==> config.mk <==
export PLATFORM = sky130hd
export DESIGN_NAME = button_event_decoder
export DESIGN_NICKNAME = d
export VERILOG_FILES = /design/src/rtl/button_event_decoder.sv
export SDC_FILE = /design/constraint.sdc
export NUM_CORES = 1
export LEC_CHECK = 0
export BUFFER_PORTS_ARGS = -buffer_cell sky130_fd_sc_hd__buf_2
export CELL_PAD_IN_SITES_DETAIL_PLACEMENT = 0
export CELL_PAD_IN_SITES_GLOBAL_PLACEMENT = 1
export CORE_MARGIN = 2
export CORE_UTILIZATION = 37
export CTS_CLUSTER_SIZE = 28
export DETAILED_ROUTE_END_ITERATION = 10
export PLACE_DENSITY = 0.88
export SYNTH_ARGS = -nofsm -noshare
export SYNTH_HDL_FRONTEND = slang
export SYNTH_SLANG_ARGS = --single-unit
==> constraint.sdc <==
create_clock -name clock -period 2.7 [get_ports clock]
set_input_delay 0.135 -clock clock [delete_from_list [all_inputs] [get_ports clock]]
set_output_delay 0.135 -clock clock [all_outputs]
set_load 0.005 [all_outputs]
==> src/rtl/button_event_decoder.sv <==
// Button event decoder: turns a debounced button level into single-cycle UI
// events (press, click, release, long-press, auto-repeat) plus a held level.
//
// Ports:
//   clock          system clock, sole clock domain
//   reset_n        asynchronous active-low reset
//   button_level   debounced level, synchronous to clock, 1 = pressed
//   long_periods   clocks from press_pulse to long_pulse (0 = long/repeat off)
//   repeat_delay   clocks from long_pulse to first repeat_pulse (0 = repeat off)
//   repeat_period  clocks between repeat_pulse ticks (0 = single repeat only)
//   press_pulse    1-cycle pulse, press accepted
//   click_pulse    1-cycle pulse, released before long_pulse
//   release_pulse  1-cycle pulse, any accepted press released
//   long_pulse     1-cycle pulse, hold reached long_periods
//   repeat_pulse   1-cycle pulse, auto-repeat tick
//   held           high while a press is active
module button_event_decoder #(
    parameter int unsigned CNT_W = 24
) (
    input  logic             clock,
    input  logic             reset_n,
    input  logic             button_level,
    input  logic [CNT_W-1:0] long_periods,
    input  logic [CNT_W-1:0] repeat_delay,
    input  logic [CNT_W-1:0] repeat_period,
    output logic             press_pulse,
    output logic             click_pulse,
    output logic             release_pulse,
    output logic             long_pulse,
    output logic             repeat_pulse,
    output logic             held
);

    typedef enum logic [2:0] {
        ST_ARM,
        ST_IDLE,
        ST_PRESSED,
        ST_LONG,
        ST_REPEAT
    } state_t;

    localparam logic [CNT_W-1:0] CNT_MAX = '1;
    localparam logic [CNT_W-1:0] CNT_ONE = CNT_W'(1);

    state_t           state;
    logic [CNT_W-1:0] count;

    logic [CNT_W-1:0] count_inc_c;
    logic             long_hit_c;
    logic             delay_hit_c;
    logic             period_hit_c;

    // Saturating hold-time increment.
    assign count_inc_c  = (count == CNT_MAX) ? count : count + CNT_ONE;

    // Threshold checks; a zero threshold disables that stage. >= lets a
    // threshold lowered mid-hold fire on the next edge.
    assign long_hit_c   = (long_periods  != '0) && (count >= long_periods);
    assign delay_hit_c  = (repeat_delay  != '0) && (count >= repeat_delay);
    assign period_hit_c = (repeat_period != '0) && (count >= repeat_period);

    // Event FSM with registered outputs; pulses default low every cycle.
    always_ff @(posedge clock or negedge reset_n) begin
        if (!reset_n) begin
            state         <= ST_ARM;
            count         <= '0;
            press_pulse   <= 1'b0;
            click_pulse   <= 1'b0;
            release_pulse <= 1'b0;
            long_pulse    <= 1'b0;
            repeat_pulse  <= 1'b0;
            held          <= 1'b0;
        end else begin
            press_pulse   <= 1'b0;
            click_pulse   <= 1'b0;
            release_pulse <= 1'b0;
            long_pulse    <= 1'b0;
            repeat_pulse  <= 1'b0;

            unique case (state)
                // A button held through reset must be seen released first.
                ST_ARM: begin
                    if (!button_level) begin
                        state <= ST_IDLE;
                    end
                end

                ST_IDLE: begin
                    if (button_level) begin
                        state       <= ST_PRESSED;
                        count       <= CNT_ONE;
                        press_pulse <= 1'b1;
                        held        <= 1'b1;
                    end
                end

                // Release wins over a threshold reached on the same edge.
                ST_PRESSED: begin
                    if (!button_level) begin
                        state         <= ST_IDLE;
                        count         <= '0;
                        release_pulse <= 1'b1;
                        click_pulse   <= 1'b1;
                        held          <= 1'b0;
                    end else if (long_hit_c) begin
                        state      <= ST_LONG;
                        count      <= CNT_ONE;
                        long_pulse <= 1'b1;
                    end else begin
                        count <= count_inc_c;
                    end
                end

                ST_LONG: begin
                    if (!button_level) begin
                        state         <= ST_IDLE;
                        count         <= '0;
                        release_pulse <= 1'b1;
                        held          <= 1'b0;
                    end else if (delay_hit_c) begin
                        state        <= ST_REPEAT;
                        count        <= CNT_ONE;
                        repeat_pulse <= 1'b1;
                    end else begin
                        count <= count_inc_c;
                    end
                end

                ST_REPEAT: begin
                    if (!button_level) begin
                        state         <= ST_IDLE;
                        count         <= '0;
                        release_pulse <= 1'b1;
                        held          <= 1'b0;
                    end else if (period_hit_c) begin
                        count        <= CNT_ONE;
                        repeat_pulse <= 1'b1;
                    end else begin
                        count <= count_inc_c;
                    end
                end

                default: begin
                    state <= ST_ARM;
                    count <= '0;
                    held  <= 1'b0;
                end
            endcase
        end
    end

endmodule

Yosys cells after proc, flatten, opt, wreduce, memory -nomap -nowiden

Cells that the tools add are included.

Output and inout bits: 6
Input bits: 75
Word-level logic and storage cells: 67
Flip-flop bits (word level): 33

Add/subtract/negate cells: 1
Equal/unequal tests: 10
Muxes and demuxes: 32
Reduce and logical (&&, ||, !) cells: 12
Order comparisons: 3
Bitwise gates (word level): 1

Operator list:

| operator                                                        | number |
|---|---|
| 24-bit 2-to-1 mux                                               | 8 |
| 24-bit one-hot mux with 5 select lines                          | 1 |
| 24-bit >= comparator                                            | 3 |
| 24-bit nonzero test                                             | 3 |
| 24-bit by 1-bit adder with 24-bit output, second input constant | 1 |
| 24-bit == test, second input constant                           | 1 |
| 3-bit 2-to-1 mux                                                | 6 |
| 1-bit 2-to-1 mux                                                | 14 |
| 3-bit one-hot mux with 4 select lines                           | 1 |
| 3-bit by 2-bit == test with 1-bit output, second input constant | 2 |
| 2-bit inequality test, second input constant                    | 3 |
| 3-bit inequality test, second input constant                    | 2 |
| 4-bit AND reduction                                             | 1 |
| 3-bit by 1-bit == test with 1-bit output, second input constant | 1 |
| 3-bit == test, second input constant                            | 1 |
| 1-bit logical AND                                               | 3 |
| 3-bit logical NOT                                               | 1 |
| 1-bit one-hot mux with 3 select lines                           | 1 |
| 3-bit AND reduction                                             | 1 |
| 3-bit OR reduction                                              | 1 |
| 1-bit one-hot mux with 2 select lines                           | 1 |
| 2-bit AND reduction                                             | 1 |
| 2-bit OR reduction                                              | 1 |
| 1-bit NOT                                                       | 1 |

Depth between registers and ports, before layout

Gate-level depths: netlist (run 1).

Word-level depth: 5
Depth in mapped cells: 11
Depth with buffers taken out: 10

Worst setup path after synthesis (run 1)

OpenSTA, ideal clock, no wires.

Path type: flip-flop to flip-flop
Start: register count[21]
End: register count[12]
Path slack: 117 ps
Setup time: 124 ps
Required time: 2,576 ps
Stages on the path, launching flop included: 11
Data arrival time: 2,459 ps
Period minus slack after synthesis: 2,583 ps
Cells stage by stage: dfrtp_1 -> ha_1 -> nand4_1 -> nor4_2 -> nand4_1 -> o2111ai_1 -> o22ai_1 -> a221oi_4 -> buf_6 -> nor3_1 -> a211o_1

Longest elaborated chain between the ends: 5

RTL lines:

| element                                            | RTL line      | RTL |
|---|---|---|
| start, declared                                    | 46            | `logic [CNT_W-1:0] count;` |
| start signal, assigned                             | 110           | `count <= count_inc_c;` |
| start signal, assigned                             | 125           | `count <= count_inc_c;` |
| start signal, assigned                             | 139           | `count <= count_inc_c;` |
| 24-bit >= comparator, or another cell as far along | 60            | `assign period_hit_c = (repeat_period != '0) && (count >= repeat_period);` |
| 1-bit logical AND, or another cell as far along    | 60            |  |
| 24-bit 2-to-1 mux, on equally long branches        | 135, 105, 120 |  |
| 24-bit 2-to-1 mux, on equally long branches        | 130, 115, 99  |  |
| 24-bit one-hot mux with 5 select lines (*)         | 80            | `unique case (state)` |

Every way passes the cells marked *; elsewhere a longest branch is shown, timed or not.
A chain may end at the register's enable or synchronous reset.

Worst setup path after layout (run 1)

Start: register count[19]
End: register count[12]

Same word-level chain as after synthesis.

==> reports/metrics.yaml, run 1 <==
placed_wire_length_estimate_after_detailed_placement_um: 9625
status: "complete, but fails checks"
grt_util_all_layers_pct: 22.13
cts_buffers: 5
worst_slack_at_placement_ps: -133.0
worstSkewPairLatency_ps: 290
gp_congestion: 0.8579
layout_setup_ws_ps: -170.3
cts.path.max_buffers: 2
timing.slew.headroom_pct: 45.11
largest_net_degree_at_the_start_of_global_routing: 34
pwr_density_cell_nw_per_um2: 356.1
reg2reg_from: "count[19]"
min_path_cells: 2
area_taken_by_multi_input_logic_gates_um2: 2705
critical_setup_path_class: "reg -> reg"
type_of_destination_of_the_critical_path: "register"
grt-ovfl-total: 0
design.die.area_um2: 10970
synth_edf_count: 0
path_max_fanout: 8
rrSetupSlack_ps: -170
h-tree-depth: 2
avgSynthCellArea_um2: 7.758
grt_setup_unrepaired: "yes"
post_drt_via_cell_ratio: 5.433
fraction_of_layout_cells_with_a_size_suffix_above_1_pct: 27.49
grt_first_pass_wirelength_um: 19610
switchingPower_uw: 690.3
floorplan.initialDensity_pct: 38.24
worstSetupStartpointType: "register"
floorplan.die.height_um: 104.7
leakage_uw: 0.002777
power.share.switching_pct: 38.93
synth_fp_nets: 632
final_nets: 769
internal-power_uw: 1083
cts_sinks: 33
layout.area.seq_um2: 829.5
cp_data_arrival_time_ps: 3040
ff2ff_path_depth: 11
synth_sequential_area_ratio_pct: 21.99
antenna-diode-count: 0
detailroute.via_count: 4102
initial_antenna_violation_count: 0
fillers: 983
hold_ws_ps: 99.08
postSynth.topFlopCell: "dfrtp_1"
syn-cell-area_um2: 3755
final_hold_viol_count: 0
synth_instances: 484
maxCapViolCount: 0
min_delay_worst_endpoint: "release_pulse"
comb_power_share_pct: 45.6
failed_checks: "negative setup slack"
routed_wirelength_um: 12110
critical_path_required_ps: 2870
final_instance_area_um2: 4980
min-delay-start: "button_level"
detail_route.first_pass.iterations: 5
die_w_um: 104.7
drt-wirelength-per-cell_um: 16.04
ys_seq_elements: 33
placedInstanceArea_um2: 4609
rows: 36
timing.rr.end: "count[12]"
final.setup_skew_ps: 14.50
tritoncts: "yes"
vdd.ir_drop.worst_mv: 0.2264
timing.final.crit_period_ps: 2870
final-max-slew-violation-count: 0
clock_slew_at_the_register_clock_pins_of_the_worst_setup_and_hold_paths_ps: 80
maxClockFrequency_ghz: 0.3484
worstMarginPinSlew_ps: 823.3
clockPowerShare_pct: 21.3
postSynth.asyncResetShare_pct: 100.0
final_antenna_net_count: 0
syn2layout_area_growth_pct: 32.62
first_iter_violations: 282
synth.lib_cells_used.distinct: 50
root_buffer: "clkbuf_8"
hold_path.class: "in -> reg"
pwr-share-seq_pct: 33.0
io_buffer_count: 80
floorplan.core_area_um2: 9819
synth_warn: 0
layout_worst_path_cycle_share_pct: 106.3
grt_pass1_vias: 4076
setup_viol_count_final: 22
io_pins: 81
drc_errors: 0
[synth_stat cells, types with 3 or more instances]
cell | number | area share (%)
a21oi_1 | 35 | 4.7
nand3_1 | 8 | 1.1
ha_1 | 73 | 24
inv_1 | 78 | 7.8
xnor2_1 | 3 | 0.70
and4_1 | 3 | 0.70
nor3_1 | 9 | 1.2
dfrtp_1 | 33 | 22
a21o_1 | 19 | 3.8
o2bb2ai_1 | 3 | 0.70
nor2b_1 | 4 | 0.67
nor4_1 | 28 | 4.7
nor2_1 | 24 | 2.4
o21a_1 | 3 | 0.60
nand4_1 | 14 | 2.3
a211oi_1 | 3 | 0.60
clkbuf_1 | 5 | 0.50
and3_1 | 5 | 0.83
nand2_1 | 44 | 4.4
nor3b_1 | 6 | 1.2
and2_1 | 6 | 1.0
o21ai_0 | 40 | 5.3
[what timing repair did]
action                                  4_1_cts  5_1_grt
buffers inserted                              5       10
endpoints found under the setup margin       21       25
gates resized for setup                      18       25
hold endpoints to repair                     33        0
hold buffers                                  1        0
cloned                                        1        1
pin swaps                                    17       19
[cell type report]
cell class                 instances  share of cell area, %
multi-input combinational        364                  54.32
timing repair buffer             139                  18.12
sequential                        33                  16.66
inverter                          78                  5.879
tap                              133                  3.342
clock buffer                       7                  1.533
clock inverter                     1                 0.1508
[kinds of logic (layout without fill, tap and decap cells)]
group                    Yosys count  count (layout)  synth area share, %
AND/OR/NAND/NOR                  163             163                22.89
flip-flops                        33              33                21.99
buffers and inverters             87             225                9.064
AO/OA/AOI/OAI                    124             124                20.79
XOR/XNOR                           4               4               0.9332
adder cells (fa/ha/maj)           73              73                24.33
[worst max path at each step]
stage,start,to,depth (start not counted)
6_report,count[19],count[12],11
5_1_grt,count[19],count[7],11
4_1_cts,count[18],count[6],12
3_5_place_dp,count[23],count[7],11
3_3_place_gp,count[23],count[12],11
2_1_floorplan,count[21],count[12],10
[placed cells by master, fill, tap and decap left out, drive strengths merged, types with 2 or more instances in the layout]
master     n
or4        2
nand4     14
and3       5
or2        2
or3        2
o21a       3
o2bb2ai    3
nor2b      4
a21o      19
xnor2      3
and4       3
nor3b      6
inv       78
buf      137
a211oi     3
nand2     44
a21oi     35
nor4      30
and2       7
clkbuf     8
o21ai     41
nor2      24
o22ai      2
o211a      2
nand2b     2
ha        73
nor3       9
dfrtp     33
a211o      2
o31ai      2
nand3      8
[metal layers]
layer	global-route usage [%]	vias to the layer above	wire length [um]
li1	-	2012	-
met1	27.78	1976	5238
met2	39.29	95	6153
met3	3.431	19	474
met4	5.905	0	241
met5	0	-	0
[per-stage QoR]
stage	util (%)	cells	total power [uW]	setup TNS (ps)
after floorplan	-	484	1002	0
after global placement	46.94	731	1272	-405.3
after detailed placement	46.94	731	1296	-1841
after CTS	49.20	745	1755	-910.6
after global routing	50.71	755	1911	-5640
final	50.71	755	1773	-2492
[critical path: stages, from the launching register on]
cell	delay, ps
dfrtp_2	450
ha_4	280
nand4_1	160
nor4_2	380
nand4_1	150
o2111ai_2	260
o22ai_4	120
a221oi_4	340
buf_6	170
buf_12	120
nor3_2	40
a211o_1	260
[power groups by stage]
stage / sequential [uW] / combinational [uW] / clock (uW)
after CTS: 585 / 791 / 380
after global placement: 593 / 678 / 0
after floorplan: 590 / 412 / 0
after detailed placement: 593 / 703 / 0
final: 586 / 809 / 378
after global routing: 593 / 908 / 410
[state kept, by name, summed over array words and instances (netlist names)]
signal         count
press_pulse        1
count             24
release_pulse      1
state              3
long_pulse         1
click_pulse        1
held               1
repeat_pulse       1
No activity file was read; power rests on OpenSTA's default activity.
==> run 2: changes to the inputs <==
--- a/config.mk
+++ b/config.mk
@@ -5,6 +5,7 @@
 export SDC_FILE = /design/constraint.sdc
 export NUM_CORES = 1
 export LEC_CHECK = 0
+export ABC_AREA = 0
 export BUFFER_PORTS_ARGS = -buffer_cell sky130_fd_sc_hd__buf_2
 export CELL_PAD_IN_SITES_DETAIL_PLACEMENT = 0
 export CELL_PAD_IN_SITES_GLOBAL_PLACEMENT = 1
@@ -12,7 +13,7 @@
 export CORE_UTILIZATION = 37
 export CTS_CLUSTER_SIZE = 28
 export DETAILED_ROUTE_END_ITERATION = 10
-export PLACE_DENSITY = 0.88
+export PLACE_DENSITY = 0.83
 export SYNTH_ARGS = -nofsm -noshare
 export SYNTH_HDL_FRONTEND = slang
 export SYNTH_SLANG_ARGS = --single-unit
==> run 2 against run 1 <==
The flow still finishes with violations (negative setup slack). Largest power group unchanged. Critical endpoint unchanged. Critical path depth is the same. Clock power increased by 32%. Largest cell class unchanged. Register-to-register slack gained 30 ps. Critical path type unchanged. First-iteration DRC count decreased by 7.1%.
==> reports/metrics.yaml, run 2 (synthesis results as in run 1) <==
cts_buffers: 5
tritoncts: "yes"
cts_sinks: 33
cts.path.max_buffers: 2
drc_errors: 0
design.die.area_um2: 10970
io_buffer_count: 80
final.setup_skew_ps: 14.22
hold_path.class: "in -> reg"
maxCapViolCount: 0
failed_checks: "negative setup slack"
root_buffer: "clkbuf_8"
gp_congestion: 0.8775
worstSkewPairLatency_ps: 300
pwr_density_cell_nw_per_um2: 377.7
crit_top_cell: "nand4_1"
grt_util_all_layers_pct: 21.66
final-max-slew-violation-count: 0
critical_path.cell_chain: "ha_4 -> nand4_1 -> nor4_4 -> nand4_1 -> o2111ai_2 -> o22ai_4 -> a221oi_4 -> buf_12 -> clkbuf_16 -> nor2_4 -> a211o_1"
detail_route.first_pass.iterations: 5
rows: 36
placedInstanceArea_um2: 4609
worstMarginPinSlew_ps: 827.2
cp_data_arrival_time_ps: 3030
final_instance_area_um2: 4951
floorplan.initialDensity_pct: 38.24
floorplan.die.height_um: 104.7
drt-wirelength-per-cell_um: 15.83
final_cell_mix: "buf_2, inv_1, ha_1"
placed_wire_length_estimate_after_detailed_placement_um: 9593
leakage_uw: 0.002749
worst_path_largest_cell_delay_ps: 450
grt-ovfl-total: 0
antenna-diode-count: 0
layout_setup_ws_ps: -138.3
grt_setup_unrepaired: "yes"
h-tree-depth: 2
fraction_of_layout_cells_with_a_size_suffix_above_1_pct: 25.90
largest_registers: "count: 24 flops, state: 3 flops"
io_pins: 81
mostFrequentLayoutCell: "buf_2"
detailroute.via_count: 4014
final_hold_viol_count: 0
status: "complete, but fails checks"
grt_pass1_vias: 3977
path_max_fanout: 7
post_drt_via_cell_ratio: 5.373
largest_net_degree_at_the_start_of_global_routing: 34
largest_register: "count"
largest_register_ffs: 24
initial_antenna_violation_count: 0
fin_util_pct: 50.42
maxClockFrequency_ghz: 0.3523
setup_viol_count_final: 21
worstSetupStartpointType: "register"
routed_wirelength_um: 11830
critical_setup_path_class: "reg -> reg"
layout_worst_path_cycle_share_pct: 105.1
vdd.ir_drop.worst_mv: 0.2219
final_nets: 761
floorplan.core_area_um2: 9819
timing.final.crit_period_ps: 2838
final_antenna_net_count: 0
type_of_destination_of_the_critical_path: "register"
die_w_um: 104.7
syn2layout_area_growth_pct: 31.86
grt_first_pass_wirelength_um: 19100
timing.slew.headroom_pct: 44.86
cp_slowest_cell: "dfrtp_2"
critical_path_required_ps: 2890
first_iter_violations: 262
clock_slew_at_the_register_clock_pins_of_the_worst_setup_and_hold_paths_ps: 80
## run 2: cell types whose count changed in the layout (fill, tap and decap cells not counted), sizes merged
| cell | delta |
|---|---|
| buf | -8 |
| clkinvlp | -1 |
| bufinv | +1 |
## run 2: where the power goes
| group | switching [uW] | internal [uW] |
|---|---|---|
| Combinational | 430 | 355 |
| Clock | 199 | 301 |
| Sequential | 47.2 | 538 |
## run 2: worst max-delay path: cells and delay by family (launching register included)
kind / cells / cell delay (ps)
flip-flops: 1 / 450
buffers and inverters: 2 / 300
AND/OR/NAND/NOR: 4 / 730
adder cells (fa/ha/maj): 1 / 270
AO/OA/AOI/OAI: 4 / 980
## run 2: worst paths after layout
path                               from             to  slack (ps)  depth (start not counted)
max                           count[19]      count[12]        -140                         11
min                        button_level  release_pulse          80                          2
max reg2reg                   count[19]      count[12]        -140                         11
min reg2reg                        held           held         550                          2
max in group asynchronous       reset_n      count[17]        1650                          2
min in group asynchronous       reset_n  release_pulse         470                          2
## run 2: per-layer routing
metal | wire length, um | track usage, % | part of all wire (%)
met1 | 5093 | 27.26 | 43
met5 | 0 | 0 | 0
met2 | 5807 | 37.71 | 49
met3 | 600 | 3.057 | 5.1
met4 | 324 | 7.524 | 2.7
## run 2: cell type report
class	instances	area (um2)
fillers	1001	4868
clock buffers	7	86.33
flip-flops and latches	33	830.8
multi-input cells	364	2705
inverters	78	292.8
clock inverters	1	30.03
repair buffers	131	839.6
well taps	133	166.4
## run 2: through the flow
stage          worst slack, ps  power, uW  setup TNS (ps)  instances  hold WS [ps]
2_1_floorplan            117.4       1002               0        484        -160.6
3_3_place_gp            -86.34       1259          -720.5        731         268.5
3_5_place_dp            -214.5       1282           -3295        731         287.9
4_1_cts                 -162.8       1835           -2547        745         78.79
5_1_grt                 -284.4       1995           -5378        747         96.67
6_report                -138.3       1870           -1908        747         83.99
## run 2: what timing repair did
action / 4_1_cts / 5_1_grt
gates cloned: 1 / 1
hold buffers: 1 / 0
endpoints found under the hold margin: 33 / 0
pin swaps: 2 / 21
buffers inserted: 4 / 2
setup endpoints to repair: 24 / 26
resized for setup: 11 / 21
